--- config.mk ---
export PLATFORM = sky130hd
export DESIGN_NAME = shift_collector
export DESIGN_NICKNAME = d
export VERILOG_FILES = /design/src/rtl/shift_collector_pkg.sv /design/src/rtl/shift_collector_outbuf.sv /design/src/rtl/shift_collector.sv
export SDC_FILE = /design/constraint.sdc
export NUM_CORES = 1
export LEC_CHECK = 0
export BUFFER_PORTS_ARGS = -buffer_cell sky130_fd_sc_hd__buf_2
export CAP_MARGIN = 15
export CORE_AREA = 2 2 39 41
export CTS_BUF_LIST = sky130_fd_sc_hd__clkbuf_4 sky130_fd_sc_hd__clkbuf_8
export DETAILED_ROUTE_END_ITERATION = 12
export DIE_AREA = 0 0 41 43
export PLACE_DENSITY = 0.8
export SYNTH_ARGS = -nofsm -noshare
export SYNTH_HDL_FRONTEND = slang
export SYNTH_SLANG_ARGS = --single-unit
export TNS_END_PERCENT = 20
--- constraint.sdc ---
create_clock -name CLK -period 1.23 [get_ports CLK]
set_input_delay 0 -clock CLK [delete_from_list [all_inputs] [get_ports CLK]]
set_output_delay 0 -clock CLK [all_outputs]
set_load 0.01 [all_outputs]
--- src/rtl/shift_collector_pkg.sv ---
// Shared ALU definitions for the shift collector.
// Shift direction encoding, assembly states and default width.
package shift_collector_pkg;

  localparam int SC_WIDTH = 4;
  localparam int SC_CNT_W = 3;

  localparam logic DIR_RSH = 1'b0;
  localparam logic DIR_LSH = 1'b1;

  typedef enum logic {
    ST_IDLE    = 1'b0,
    ST_COLLECT = 1'b1
  } asm_state_e;

endpackage

--- src/rtl/shift_collector_outbuf.sv ---
// Single-entry valid/ready holding register.
// Flags a sticky overrun when a word arrives while full.
module shift_collector_outbuf
  import shift_collector_pkg::*;
#(
  parameter int WIDTH = SC_WIDTH
) (
  input  logic             clk,
  input  logic             rst,
  input  logic             push_i,
  input  logic [WIDTH-1:0] push_data_i,
  input  logic             ready_i,
  input  logic             clr_ovr_i,
  output logic [WIDTH-1:0] data_o,
  output logic             valid_o,
  output logic             overrun_o
);

  logic [WIDTH-1:0] data_q, data_d;
  logic             valid_q, valid_d;
  logic             ovr_q, ovr_d;
  logic             pop;

  assign pop = valid_q & ready_i;

  // Next state: load when room (or freed this edge), else drop.
  always_comb begin
    data_d  = data_q;
    valid_d = valid_q;
    ovr_d   = ovr_q;
    if (push_i && (!valid_q || pop)) begin
      data_d  = push_data_i;
      valid_d = 1'b1;
    end else if (push_i) begin
      ovr_d = 1'b1;
    end else if (pop) begin
      valid_d = 1'b0;
    end
    if (clr_ovr_i) ovr_d = 1'b0;
  end

  // Buffer registers with synchronous reset.
  always_ff @(posedge clk) begin
    if (rst) begin
      data_q  <= '0;
      valid_q <= 1'b0;
      ovr_q   <= 1'b0;
    end else begin
      data_q  <= data_d;
      valid_q <= valid_d;
      ovr_q   <= ovr_d;
    end
  end

  assign data_o    = data_q;
  assign valid_o   = valid_q;
  assign overrun_o = ovr_q;

endmodule

--- src/rtl/shift_collector.sv ---
// Reassembles words from the ALU shifter's serial FLAG output.
// Direction is latched on the first bit and holds for the word.
module shift_collector
  import shift_collector_pkg::*;
#(
  parameter int WIDTH = SC_WIDTH,
  parameter int CNT_W = SC_CNT_W
) (
  input  logic             CLK,
  input  logic             RESET,
  input  logic             BIT_IN,
  input  logic             BIT_VALID,
  input  logic             DIR,
  input  logic             CLEAR,
  output logic [WIDTH-1:0] WORD_OUT,
  output logic             WORD_VALID,
  input  logic             WORD_READY,
  output logic             BUSY,
  output logic             OVERRUN
);

  asm_state_e       state_q, state_d;
  logic [CNT_W-1:0] cnt_q, cnt_d;
  logic [WIDTH-1:0] asm_q, asm_d;
  logic             dir_q, dir_d;
  logic             eff_dir;
  logic             last_bit;
  logic             complete;
  logic [WIDTH-1:0] ins;

  assign eff_dir  = (state_q == ST_IDLE) ? DIR : dir_q;
  assign last_bit = (cnt_q == CNT_W'(WIDTH - 1));
  assign complete = BIT_VALID & ~CLEAR & last_bit;
  assign ins = (eff_dir == DIR_LSH)
             ? {asm_q[WIDTH-2:0], BIT_IN}
             : {BIT_IN, asm_q[WIDTH-1:1]};

  // Assembly FSM next state: CLEAR beats any incoming bit.
  always_comb begin
    state_d = state_q;
    cnt_d   = cnt_q;
    asm_d   = asm_q;
    dir_d   = dir_q;
    if (CLEAR) begin
      state_d = ST_IDLE;
      cnt_d   = '0;
      asm_d   = '0;
    end else if (BIT_VALID) begin
      asm_d = ins;
      dir_d = eff_dir;
      if (last_bit) begin
        state_d = ST_IDLE;
        cnt_d   = '0;
      end else begin
        state_d = ST_COLLECT;
        cnt_d   = cnt_q + CNT_W'(1);
      end
    end
  end

  // Assembly state registers with synchronous reset.
  always_ff @(posedge CLK) begin
    if (RESET) begin
      state_q <= ST_IDLE;
      cnt_q   <= '0;
      asm_q   <= '0;
      dir_q   <= DIR_RSH;
    end else begin
      state_q <= state_d;
      cnt_q   <= cnt_d;
      asm_q   <= asm_d;
      dir_q   <= dir_d;
    end
  end

  assign BUSY = (state_q == ST_COLLECT);

  shift_collector_outbuf #(
    .WIDTH (WIDTH)
  ) u_outbuf (
    .clk         (CLK),
    .rst         (RESET),
    .push_i      (complete),
    .push_data_i (ins),
    .ready_i     (WORD_READY),
    .clr_ovr_i   (CLEAR),
    .data_o      (WORD_OUT),
    .valid_o     (WORD_VALID),
    .overrun_o   (OVERRUN)
  );

endmodule

==> flow_summary.ini <==
[outcome]
outcome = finished with violations
violations = setup timing

[floorplanning]
dieWidth_um = 41
initial_utilization = 0.445
core_area_mm2 = 0.00138
rows = 14
die_height_um = 43
ios = 14
die-area_mm2 = 0.00176

[sta]
period_share = 1.02
min_period_ns = 1.26
finalMaxSlewViolations = 0
hold_slack_ns = 0.0147
rsz0062_at_grt = yes
skew_ns = 0.000996
relSlewSlack = 0.783
worstMarginPinSlew_ns = 0.319
hold_viol_final = 0
setup_slack_ns = -0.0250
setup_viol = 3
fmax_mhz = 797

[worst_setup_path]
cp-start-kind = register
r2r-end = u_outbuf.data_o[0]
worstSetupPathType = register to register
critPathCaptureType = register
cp-startpoint = BUSY
endpoint = u_outbuf.data_o[0]
worstPathRequired_ns = 1.40
r2r_cells = 3
ff2ff_setup_slack_ns = -0.03
crit_arrival_ns = 1.42
cp_max_fo = 5
reg2reg_from = BUSY

[layout]
layout.nets = 87
drive_above_1_share = 0.359
area_growth_pct = 23.8
multi_input_area_um2 = 319
fin_util = 0.551
regArea_um2 = 303
fill_cells = 130
diodes = 0

[cts]
cts_root_buffer = clkbuf_4
cts.sinks = 15
cts.path.max_buffers = 2
clk_pin_slew_ns = 0.08
clock_latency_ns = 0.28
cts_tree = yes
cts_made_buffers = 3
htree_levels = 1

[power_and_ir_drop]
vdd_ir_drop_max_mv = 0.480
power_density_mw_per_mm2 = 1170
power.leakage_uw = 0.000307

[yosys]
ys_ff_latch = 15
synth-warning-count = 0
synth_compound_area_frac = 0.203
muxShareOfSynthArea = 0.118
synth_top_family_by_area = compound AO/OA/AOI/OAI gates
ys_types = 22
syn-cell-area_um2 = 616
synthSimpleGateAreaFrac = 0.144
ys_seq_area_frac = 0.488
syn_nets = 69
synthAdderAreaFrac = 0.0203
avgSynthCellArea_um2 = 10.1
synthCells = 61
synth_xor_area_frac = 0

[hold_path]
hold_path.class = input port to register

[placed_design]
port_buffers = 13
routabilityCongestion = 0.730
dp_hpwl_um = 865

[flow_run]
max_cap_viol_count = 0

[global_routing]
grt_pass1_vias = 442
grt_overflow = 0
grt_max_degree = 17
grt_pass1_wl_um = 1810
grt_usage = 0.157
antenna_found_initial = 0

[routing]
viasPerCell = 5.61
drtIter0Drc = 11
wl_um = 1260
route.detailed.drc = 0
dr.pass1.iters = 4
ant_nets = 0
wl_per_cell_um = 13.4
num_vias = 527
-- synth_stat cells --
cell type,instances,area (um^2)
a2111oi_0,1,8.76
a211oi_1,5,37.5
a21oi_1,9,45.0
a31oi_1,1,6.26
and2_4,1,8.76
and3_1,1,6.26
and4bb_4,1,16.3
buf_2,1,5.00
clkbuf_1,1,3.75
dfxtp_1,15,300
ha_1,1,12.5
inv_1,2,7.51
mux2i_1,5,50.1
mux2i_4,1,22.5
nand2_1,1,3.75
nand2b_1,1,6.26
nor2_1,3,11.3
nor2b_1,3,18.8
nor3_1,2,10.0
nor3b_1,1,7.51
o21a_1,1,7.51
o21ai_0,4,20.0
-- critical path: stages (launching register included) --
cell      delay (ns)
dfxtp_2         0.37
mux2i_4         0.36
mux2i_2         0.31
a211oi_1        0.11
-- metal layers --
metal	GRT usage	wire length, um
met2	0.216	578
met5	0	0
met3	0.0314	61
met4	0.140	44
met1	0.195	577
-- metrics by stage --
step / total power [uW] / TNS (ns) / instances / cell area (um^2) / setup slack (ns)
floorplan: 562 / 0 / 61 / 616 / 0.000572
global placement: 586 / -0.00352 / 89 / 699 / -0.00352
detailed placement: 589 / -0.122 / 89 / 699 / -0.0462
CTS: 891 / -0.00218 / 94 / 748 / -0.00218
global route: 922 / -0.332 / 94 / 762 / -0.0674
finish: 890 / -0.0422 / 94 / 762 / -0.0250
-- cell usage in the layout, fill, tap and decap left out, drive strengths merged, types with 2 or more instances in the layout --
cell and count:
mux2i 6, buf 14, nor2 3, a21oi 9
a211oi 5, nor3 2, nor2b 3, inv 2
o21ai 4, dfxtp 15, clkbuf 4
-- worst min-delay path by stage --
stage / startpoint / end / slack (ns) / cells after the start
2_1_floorplan: CLEAR / cnt_q[1] / 0.08 / 1
3_3_place_gp: CLEAR / u_outbuf.overrun_o / 0.26 / 2
3_5_place_dp: CLEAR / u_outbuf.overrun_o / 0.27 / 2
4_1_cts: RESET / u_outbuf.valid_o / 0.005 / 2
5_1_grt: RESET / BUSY / 0.03 / 2
6_report: RESET / BUSY / 0.01 / 2
-- cells by family after synthesis --
logic type | count (synthesis)
buffers and inverters | 4
muxes | 6
DFF | 15
AOI/OAI and AO/OA | 21
adders and majority gates | 1
and+or+nand+nor | 14
-- area by class of cell --
| class | count | share of cell area |
|---|---|---|
| Multi-Input combinational cell | 42 | 0.419 |
| Sequential cell | 15 | 0.397 |
| Timing Repair Buffer | 15 | 0.108 |
| Clock buffer | 4 | 0.0394 |
| Tap cell | 16 | 0.0263 |
| Inverter | 2 | 0.00985 |
-- repair_timing --
action / in CTS / in global routing
endpoints found under the hold margin: 3 / 0
cloned: 0 / 0
setup buffers: 0 / 0
gates resized for setup: 3 / 5
setup endpoints to repair: 6 / 10
hold buffers: 1 / 0
pin swaps: 0 / 8
-- power breakdown --
part	total [uW]	leakage, uW	switching (uW)	internal (uW)
clock	299	0.0000184	151	148
sequential	507	0.000123	9.85	497
combinational	84.5	0.000166	44.6	40.0
total	890	0.000307	205	685
-- registers in the layout, summed over array words and instances, names as in the netlist --
register and cells:
u_outbuf.data_o 4, u_outbuf.overrun_o 1, dir_q 1, asm_q 4, cnt_q 3, BUSY 1, u_outbuf.valid_o 1
No activity file was read; power rests on OpenSTA's default activity.
